### config.mk
export PLATFORM = sky130hd
export DESIGN_NAME = rob_alloc_ctrl
export DESIGN_NICKNAME = d
export VERILOG_FILES = /design/src/rtl/rob_alloc_ctrl_pkg.sv /design/src/rtl/rob_alloc_ctrl_rob_ptr.sv /design/src/rtl/rob_alloc_ctrl.sv
export SDC_FILE = /design/constraint.sdc
export NUM_CORES = 1
export LEC_CHECK = 0
export CELL_PAD_IN_SITES_DETAIL_PLACEMENT = 2
export CELL_PAD_IN_SITES_GLOBAL_PLACEMENT = 2
export CORE_ASPECT_RATIO = 1.4
export CORE_MARGIN = 1
export CORE_UTILIZATION = 25
export DETAILED_ROUTE_END_ITERATION = 12
export PLACE_DENSITY_LB_ADDON = 0.1
export SLEW_MARGIN = 20
export SYNTH_ARGS = -nofsm -noshare
export SYNTH_HDL_FRONTEND = slang
export SYNTH_SLANG_ARGS = --single-unit
### constraint.sdc
create_clock -name clk -period 3.1 [get_ports clk]
set_input_delay 0.62 -clock clk [delete_from_list [all_inputs] [get_ports clk]]
set_output_delay 0.62 -clock clk [all_outputs]
set_load 0.05 [all_outputs]
### src/rtl/rob_alloc_ctrl_pkg.sv
// Shared ROB sizing constants and id/pointer types for the rename/ROB-id datapath.
package rob_alloc_ctrl_pkg;

    localparam int unsigned RobDepth  = 32;
    localparam int unsigned RobIdW    = $clog2(RobDepth);
    localparam int unsigned RobPtrW   = RobIdW + 1;

    typedef logic [RobIdW-1:0]  RobId_t;
    typedef logic [RobPtrW-1:0] RobPtr_t;

endpackage

### src/rtl/rob_alloc_ctrl_rob_ptr.sv
// Wrap-bit circular pointer: MSB flips on each pass over the ROB; clear wins over increment.
module rob_alloc_ctrl_rob_ptr #(
    parameter int unsigned W = 6
) (
    input  logic         clk,
    input  logic         reset,
    input  logic         inc,
    input  logic         clr,
    output logic [W-1:0] ptr
);

    logic [W-1:0] ptr_q;
    logic [W-1:0] ptr_d;

    always_comb begin
        ptr_d = ptr_q;
        if (clr) begin
            ptr_d = '0;
        end else if (inc) begin
            ptr_d = ptr_q + W'(1);
        end
    end

    always_ff @(posedge clk or posedge reset) begin
        if (reset) begin
            ptr_q <= '0;
        end else begin
            ptr_q <= ptr_d;
        end
    end

    assign ptr = ptr_q;

endmodule

### src/rtl/rob_alloc_ctrl.sv
// ROB id allocator: in-order id grant, completion tracking and in-order commit strobe.
// Define ROB_ALLOC_BYPASS_EN to let a full ROB grant into the slot freed by a same-cycle commit.
module rob_alloc_ctrl
    import rob_alloc_ctrl_pkg::*;
#(
    parameter int unsigned ROB_DEPTH = RobDepth,
    localparam int unsigned ROB      = $clog2(ROB_DEPTH)
) (
    input  logic           clk,
    input  logic           reset,
    input  logic           flush_,
    input  logic           alloc_req_,
    output logic           alloc_e_,
    output logic [ROB-1:0] alloc_id,
    input  logic           done_e_,
    input  logic [ROB-1:0] done_id,
    output logic           commit_e_,
    output logic [ROB-1:0] com_rob_id,
    output logic           full,
    output logic           empty,
    output logic [ROB:0]   count
);

    logic [ROB:0]           head;
    logic [ROB:0]           tail;
    logic [ROB_DEPTH-1:0]   valid_q;
    logic [ROB_DEPTH-1:0]   valid_d;
    logic [ROB_DEPTH-1:0]   done_q;
    logic [ROB_DEPTH-1:0]   done_d;
    logic                   rdy_q;
    logic                   rdy_d;
    logic                   commit_c;
    logic                   grant_c;
    logic                   full_c;
    logic                   empty_c;
    logic [ROB-1:0]         head_idx;
    logic [ROB-1:0]         tail_idx;

    assign head_idx = head[ROB-1:0];
    assign tail_idx = tail[ROB-1:0];
    assign full_c   = (head[ROB] != tail[ROB]) && (head_idx == tail_idx);
    assign empty_c  = (head == tail);

    // rdy_q holds off grants until one full cycle after reset release
    assign commit_c = !empty_c && done_q[head_idx] && flush_;
`ifdef ROB_ALLOC_BYPASS_EN
    assign grant_c  = rdy_q && !alloc_req_ && flush_ && (!full_c || commit_c);
`else
    assign grant_c  = rdy_q && !alloc_req_ && flush_ && !full_c;
`endif

    rob_alloc_ctrl_rob_ptr #(.W(ROB + 1)) u_head (
        .clk   (clk),
        .reset (reset),
        .inc   (commit_c),
        .clr   (!flush_),
        .ptr   (head)
    );

    rob_alloc_ctrl_rob_ptr #(.W(ROB + 1)) u_tail (
        .clk   (clk),
        .reset (reset),
        .inc   (grant_c),
        .clr   (!flush_),
        .ptr   (tail)
    );

    // Grant is applied after commit so a bypassed grant re-arms the slot just freed
    always_comb begin
        valid_d = valid_q;
        done_d  = done_q;
        rdy_d   = 1'b1;
        if (!flush_) begin
            valid_d = '0;
            done_d  = '0;
        end else begin
            if (!done_e_ && valid_q[done_id]) begin
                done_d[done_id] = 1'b1;
            end
            if (commit_c) begin
                valid_d[head_idx] = 1'b0;
                done_d[head_idx]  = 1'b0;
            end
            if (grant_c) begin
                valid_d[tail_idx] = 1'b1;
                done_d[tail_idx]  = 1'b0;
            end
        end
    end

    always_ff @(posedge clk or posedge reset) begin
        if (reset) begin
            valid_q <= '0;
            done_q  <= '0;
            rdy_q   <= 1'b0;
        end else begin
            valid_q <= valid_d;
            done_q  <= done_d;
            rdy_q   <= rdy_d;
        end
    end

    assign alloc_e_   = !grant_c;
    assign commit_e_  = !commit_c;
    assign alloc_id   = tail_idx;
    assign com_rob_id = head_idx;
    assign full       = full_c;
    assign empty      = empty_c;
    assign count      = tail - head;

endmodule
==> results of run 1 <==
Yosys cell counts (7+ instances only):
cell,n,area [sq um]
sky130_fd_sc_hd__buf_2,11,55.1
sky130_fd_sc_hd__mux4_2,9,203
sky130_fd_sc_hd__a21oi_1,28,140
sky130_fd_sc_hd__nor3_1,11,55.1
sky130_fd_sc_hd__inv_1,17,63.8
sky130_fd_sc_hd__o21ai_0,35,175
sky130_fd_sc_hd__buf_1,7,26.3
sky130_fd_sc_hd__nand2_1,48,180
sky130_fd_sc_hd__dfrtp_1,77,1930
sky130_fd_sc_hd__a32oi_1,34,298
sky130_fd_sc_hd__clkbuf_1,19,71.3
sky130_fd_sc_hd__nor2_1,68,255
sky130_fd_sc_hd__a31oi_1,7,43.8
sky130_fd_sc_hd__mux2i_1,16,160
sky130_fd_sc_hd__buf_4,14,105
sky130_fd_sc_hd__ha_1,13,163
sky130_fd_sc_hd__a311oi_1,24,210
state kept, by name, summed over array words and instances, names as in the netlist:
signal / flops
done_q: 32
u_head.ptr: 6
u_tail.ptr: 6
rdy_q: 1
valid_q: 32
worst max-delay path, stage by stage (launching register included):
cell and delay, ps:
sky130_fd_sc_hd__dfrtp_2 470, sky130_fd_sc_hd__ha_1 370, sky130_fd_sc_hd__nor2b_1 150, sky130_fd_sc_hd__o21ai_0 150, sky130_fd_sc_hd__nand2b_1 120, sky130_fd_sc_hd__a21o_1 200, sky130_fd_sc_hd__a21oi_2 170, sky130_fd_sc_hd__xor2_2 200
sky130_fd_sc_hd__buf_12 160
power groups by stage:
| stage | sequential (mW) | combinational (mW) | clock [mW] |
|---|---|---|---|
| after detailed placement | 1.03 | 0.234 | 0 |
| after floorplan | 1.03 | 0.133 | 0 |
| after CTS | 1.02 | 0.234 | 1.12 |
| final | 1.02 | 0.231 | 1.09 |
| after global placement | 1.03 | 0.230 | 0 |
| after global routing | 1.02 | 0.250 | 1.16 |
worst max-delay path by stage:
stage            endpoint  slack [ps]  cells past startpoint
2_1_floorplan   commit_e_          70                     10
3_3_place_gp   done_q[15]          60                      8
3_5_place_dp   done_q[18]           6                      9
4_1_cts          count[5]          20                      8
5_1_grt          count[5]          20                      8
6_report         count[5]         140                      8
cell usage in the layout, fill, tap and decap left out, types with 3 or more instances in the layout:
cell	count
sky130_fd_sc_hd__ha_1	13
sky130_fd_sc_hd__mux2i_1	16
sky130_fd_sc_hd__nand4_1	3
sky130_fd_sc_hd__clkbuf_16	9
sky130_fd_sc_hd__nor3_1	11
sky130_fd_sc_hd__a32oi_1	34
sky130_fd_sc_hd__nand2_1	47
sky130_fd_sc_hd__and2_1	6
sky130_fd_sc_hd__and3_1	6
sky130_fd_sc_hd__o21a_1	4
sky130_fd_sc_hd__a311oi_1	24
sky130_fd_sc_hd__clkdlybuf4s50_1	19
sky130_fd_sc_hd__a211oi_1	6
sky130_fd_sc_hd__nand3b_1	4
sky130_fd_sc_hd__a21oi_1	27
sky130_fd_sc_hd__o21ai_0	35
sky130_fd_sc_hd__a31oi_1	6
sky130_fd_sc_hd__nor2b_1	6
sky130_fd_sc_hd__buf_4	38
sky130_fd_sc_hd__or2_2	4
sky130_fd_sc_hd__nor2_1	67
sky130_fd_sc_hd__or3b_2	3
sky130_fd_sc_hd__mux4_2	9
sky130_fd_sc_hd__nand3_1	4
sky130_fd_sc_hd__inv_1	15
sky130_fd_sc_hd__xnor2_1	6
sky130_fd_sc_hd__dfrtp_1	76
sky130_fd_sc_hd__nor3b_1	4
sky130_fd_sc_hd__nand2b_1	4
sky130_fd_sc_hd__buf_12	12
area by class of cell:
cell class	count	area, sq um	area share [%]
repair buffers	70	721	12.2
clock inverters	4	50.0	0.846
clock buffers	10	239	4.04
multi-input cells	382	2610	44.1
inverters	17	65.1	1.10
flip-flops and latches	77	1930	32.6
well taps	244	305	5.16
routing by layer:
layer	part of all wire, %	GRT usage (%)
met4	2.1	6.96
met2	52	37.4
met3	4.1	2.47
met1	42	25.4
met5	0	0
cells by family after synthesis:
group / share of synthesized area [%]
AO/OA/AOI/OAI: 22.8
XOR/XNOR: 1.63
adder cells (fa/ha/maj): 3.77
multiplexers: 7.96
flip-flops: 39.8
AND/OR/NAND/NOR: 16.7
buffers and inverters: 7.21
other: 0.0775
==> results_dict.tcl, run 1 <==
set metrics [dict create \
    outcome "completed" \
    timing.critical_path.fanout_max 8 \
    placement.setup.worst_slack_ps 5.65 \
    dp.cells 790 \
    firstDrtPassIters 4 \
    critPathLaunchType "flip-flop" \
    postPlaceCellArea_sq_mm 0.00562 \
    dr.first_iter.drc_count 235 \
    combinationalPowerShare_pct 9.9 \
    ys_async_sr_fraction_pct 100 \
    num_vias 4396 \
    hpwl_um 13800 \
    chipWidth_um 120 \
    drc 0 \
    timing.reg2reg.setup_slack_ps 350 \
    cts.htree.levels 3 \
    stdcell_area_sq_mm 0.00592 \
    finalMaxSlewViolations 0 \
    io-pin-count 30 \
    worst_path_required_ps 2480 \
    critical_path.reg2reg.endpoint "done_q[15]" \
    holdPathStages 2 \
    cp-end-kind "output pin" \
    ant_nets 0 \
    clock-root-buffer "sky130_fd_sc_hd__clkbuf_16" \
    finalCritPeriodShare_pct 95.5 \
    final_cell_count_no_fill 804 \
    peak_supply_drop_v 0.000245 \
    syn_area_per_cell_sq_um 9.13 \
    post-route-util_pct 31.5 \
    post-route-min-period_ps 2960 \
    reg2regPathDepth 8 \
    wirelength_um 19700 \
    average_wire_per_standard_cell_um 24.5 \
    coreArea_sq_mm 0.0188 \
    final_layout_size_suffix_gt1_share_pct 17.0 \
    tritoncts "done" \
    avgViaCountPerCell 5.47 \
    buffer_ports.inserted 29 \
    net_count_of_the_mapped_netlist 554 \
    whs_ps 588 \
    path_clk_slew_ps 60 \
    maxClockFrequency_ghz 0.338 \
    seqPwrFrac_pct 43.4 \
    p_total_mw 2.34 \
    leakage_nw 2.37 \
    fin_nets 581 \
    power.internal_mw 1.73 \
    hold_end "u_head.ptr[5]" \
    setup_slack_ps 140 \
    ctsHoldBuffers 0 \
    post_synth_inst_count 530 \
    worstReg2RegStart "u_head.ptr[0]" \
    clock_path_buffers 2 \
    grt_remaining_overflow 0 \
    synth_area_sq_mm 0.00484 \
    rows 59 \
    ctsResizeCount 1 \
    grt_setup_unrepaired "no" \
    cp_data_arrival_time_ps 2340 \
    yosysSeqAreaShare_pct 39.8 \
    clock_sink_count 77 \
    number_of_antenna_violations_at_the_first_check_in_global_routing 0 \
    antenna_cells_inserted 0 \
    grt_util_all_layers_pct 20.8 \
    ys_ff_latch 77 \
    fin_setup_tns_ps 0 \
    total_die_area_sq_mm 0.0199 \
    synth_cell_type_count 54 \
    die_y_um 167 \
    gp_congestion 0.760 \
    number_of_fill_cells_in_the_layout 2106 \
    cts_bufs_inserted 9 \
    grt_pass1_wl_um 30700 \
    largest_net_degree_at_the_start_of_global_routing 78 \
    slew_headroom_pct 34.2 \
    first_global_vias 4924 \
    finalClockSkew_ps 6.29 \
    min_from "u_head.ptr[5]" \
    setup_violations 0 \
    cts_setup_buffers 0 \
    yosys_warnings 0 \
    hp-class "flip-flop to flip-flop" \
    worstMarginPinSlew_ps 987 \
    setup.worst_path.start "u_tail.ptr[1]" \
    switching_share_pct 26.2 \
    hold_viol 0 \
    powerDensity_mw_per_mm2 395 \
    postSynth.topFlopCell "sky130_fd_sc_hd__dfrtp_1" \
    start_util_pct 25.8 \
    power.share.clock_pct 46.7 \
    flow.area_growth_from_synthesis_pct 22.2 \
    timing.max_cap.violations 0 \
    synth_edf_count 0 \
    critPathKind "flip-flop to output pin" \
    worst_skew_pair.late_latency_ps 350 \
    switching_component_of_the_power_mw 0.614 \
]
No activity file was read; power rests on OpenSTA's default activity.
==> inputs of run 2 (changes only) <==
Settings changed: SYNTH_HIERARCHICAL set to 1.
==> run 2 against run 1 <==
Sequential power about the same. Non-clock buffer count increased by 12. Clock power up 5%. Sequential cell count unchanged. Die area up 1.8%. Sequential share of layout area down 1.8 points. Critical path depth is the same. Largest cell class unchanged.
==> results_dict.tcl, run 2 <==
set metrics [dict create \
    tritoncts "done" \
    timing.reg2reg.setup_slack_ps 230 \
    cell_type_with_the_highest_aggregate_area_in_the_netlist "sky130_fd_sc_hd__dfrtp_1" \
    synth_edf_count 0 \
    leakage_nw 2.40 \
    clock-root-buffer "sky130_fd_sc_hd__clkbuf_16" \
    grt_pass1_wl_um 34500 \
    netlist_top_cells_count "sky130_fd_sc_hd__dfrtp_1, sky130_fd_sc_hd__nor2_1, sky130_fd_sc_hd__nor3_1, sky130_fd_sc_hd__mux2i_1, sky130_fd_sc_hd__nand2_1" \
    coreArea_sq_mm 0.0193 \
    holdPathStages 1 \
    ys_ff_latch 77 \
    clock_path_buffers 2 \
    path_clk_slew_ps 70 \
    worst_path_required_ps 2480 \
    postSynth.topFlopCell "sky130_fd_sc_hd__dfrtp_1" \
    yosys_warnings 6 \
    maxClockFrequency_ghz 0.330 \
    chipWidth_um 121 \
    grt_setup_unrepaired "no" \
    synth_area_sq_mm 0.00493 \
    timing.max_cap.violations 0 \
    timing.critical_path.cells "buf_4 > mux2i_2 > nor3_1 > o41ai_4 > nand4_4 > nor2b_2 > inv_1 > buf_6" \
    rows 60 \
    drc 0 \
    clock_sink_count 77 \
    gp_congestion 0.825 \
    worstReg2RegStart "u_head/ptr[3]" \
    timing.critical_path.max_delay_family "flip-flops" \
    layout_common_cells "sky130_fd_sc_hd__dfrtp_1, sky130_fd_sc_hd__nor2_1, sky130_fd_sc_hd__buf_4" \
    layout.cells.most_common "sky130_fd_sc_hd__dfrtp_1" \
    net_count_of_the_mapped_netlist 549 \
    post_synth_inst_count 531 \
    antenna_cells_inserted 0 \
    num_vias 4749 \
    largest_net_degree_at_the_start_of_global_routing 66 \
    synth_cell_type_count 62 \
    crit_slowest_cell "sky130_fd_sc_hd__dfrtp_4" \
    timing.critical_path.fanout_max 4 \
    io-pin-count 30 \
    slew_headroom_pct 41.5 \
    die_y_um 168 \
    crit_buf_inv 3 \
    grt_util_all_layers_pct 23.6 \
    synth.top_cells.by_area "sky130_fd_sc_hd__dfrtp_1, sky130_fd_sc_hd__mux2i_1, sky130_fd_sc_hd__nor3_1" \
    synthMostInstantiatedCell "sky130_fd_sc_hd__dfrtp_1" \
    total_die_area_sq_mm 0.0203 \
    ctsHoldBuffers 0 \
    yosysSeqAreaShare_pct 39.1 \
    finalMaxSlewViolations 0 \
    syn_area_per_cell_sq_um 9.29 \
    cts.htree.levels 3 \
    avgViaCountPerCell 5.67 \
    start_util_pct 25.6 \
    buffer_ports.inserted 29 \
    whs_ps 522 \
    final_layout_size_suffix_gt1_share_pct 24.3 \
    worstMarginPinSlew_ps 871 \
    setup.worst_path.start "u_head/ptr[1]" \
    powerDensity_mw_per_mm2 384 \
    number_of_antenna_violations_at_the_first_check_in_global_routing 0 \
    hpwl_um 16900 \
    wirelength_um 23100 \
    ys_async_sr_fraction_pct 100 \
    cts_bufs_inserted 9 \
    ant_nets 0 \
    critPathLaunchType "flip-flop" \
    hold_end "valid_q[22]" \
    average_wire_per_standard_cell_um 27.6 \
    hold_viol 0 \
    critical_path.reg2reg.endpoint "valid_q[17]" \
    grt_remaining_overflow 0 \
    cp-end-kind "output pin" \
    finalCritPeriodShare_pct 97.7 \
    cp_data_arrival_time_ps 2410 \
    reg.largest.list "done_q: 32 flops, valid_q: 32 flops" \
    finalClockSkew_ps 18.5 \
    peak_supply_drop_v 0.000243 \
    flow.area_growth_from_synthesis_pct 27.3 \
    reg2regPathDepth 9 \
    hp-class "flip-flop to flip-flop" \
    min_from "valid_q[22]" \
    crit_path_max_incr_delay_ps 480 \
    first_global_vias 5292 \
    critPathKind "flip-flop to output pin" \
    post-synth-top-area-fraction_pct 39.1 \
    firstDrtPassIters 4 \
    fin_nets 602 \
    outcome "completed" \
    p_total_mw 2.41 \
    worst_skew_pair.late_latency_ps 360 \
    dr.first_iter.drc_count 253 \
    setup_violations 0 \
    post-route-min-period_ps 3030 \
]
-- run 2: how the worst max path moves through the flow --
| stage | depth (start not counted) | slack [ps] | end |
|---|---|---|---|
| 4_1_cts | 6 | -30 | empty |
| 3_3_place_gp | 8 | 130 | done_q[17] |
| 3_5_place_dp | 8 | -30 | done_q[17] |
| 6_report | 8 | 70 | commit_e_ |
| 2_1_floorplan | 8 | 10 | commit_e_ |
| 5_1_grt | 9 | 9 | count[5] |
-- run 2: kinds of logic (layout without fill, tap and decap cells) --
logic type                 after synthesis  after routing  share of synthesized area, %
DFF                                     77             77                          39.1
adders and majority gates                8              8                          2.18
and+or+nand+nor                        205            205                          22.3
buffers and inverters                   62            120                          5.78
AOI/OAI and AO/OA                      131            131                          21.4
other                                    1              1                        0.0760
muxes                                   34             34                          6.90
xor gates and xnor gates                13             13                          2.31
-- run 2: report_power, final --
| part | switching (mW) | total (mW) | internal [mW] |
|---|---|---|---|
| Sequential | 0.00460 | 1.02 | 1.01 |
| Clock | 0.506 | 1.14 | 0.635 |
| Combinational | 0.171 | 0.252 | 0.0808 |
-- run 2: timing repair --
action / CTS / global route
gates cloned: 0 / 1
pin swaps: 3 / 3
setup endpoints to repair: 3 / 3
buffers inserted: 4 / 3
hold endpoints to repair: 0 / 0
resized for setup: 13 / 8
-- run 2: per-stage QoR --
| stage | cells | worst slack [ps] | TNS (ps) | utilization (%) | area (sq um) |
|---|---|---|---|---|---|
| finish | 837 | 70.1 | 0 | 32.5 | 6270 |
| CTS | 833 | -32.6 | -59.5 | 32.2 | 6210 |
| floorplan | 531 | 14.0 | 0 | - | 4950 |
| global placement | 813 | 129 | 0 | 30.1 | 5800 |
| detailed placement | 813 | -28.1 | -28.1 | 30.1 | 5800 |
| global route | 837 | 9.06 | 0 | 32.5 | 6270 |
-- run 2: area by class of cell --
class | count | area [sq um]
multi-input combinational | 392 | 2830
timing repair inverter | 1 | 5.00
inverter | 21 | 82.6
tap | 248 | 310
clock buffer | 9 | 225
sequential | 77 | 1930
fill | 2118 | 13000
timing repair buffer | 82 | 811
clock inverter | 7 | 80.1
-- run 2: layer usage --
| layer | global-route usage, % | vias to the layer above | wire (um) |
|---|---|---|---|
| li1 | - | 2113 | - |
| met2 | 42.5 | 118 | 12300 |
| met4 | 11.1 | 0 | 982 |
| met1 | 27.4 | 2474 | 9180 |
| met3 | 2.85 | 44 | 668 |
| met5 | 0 | - | 0 |
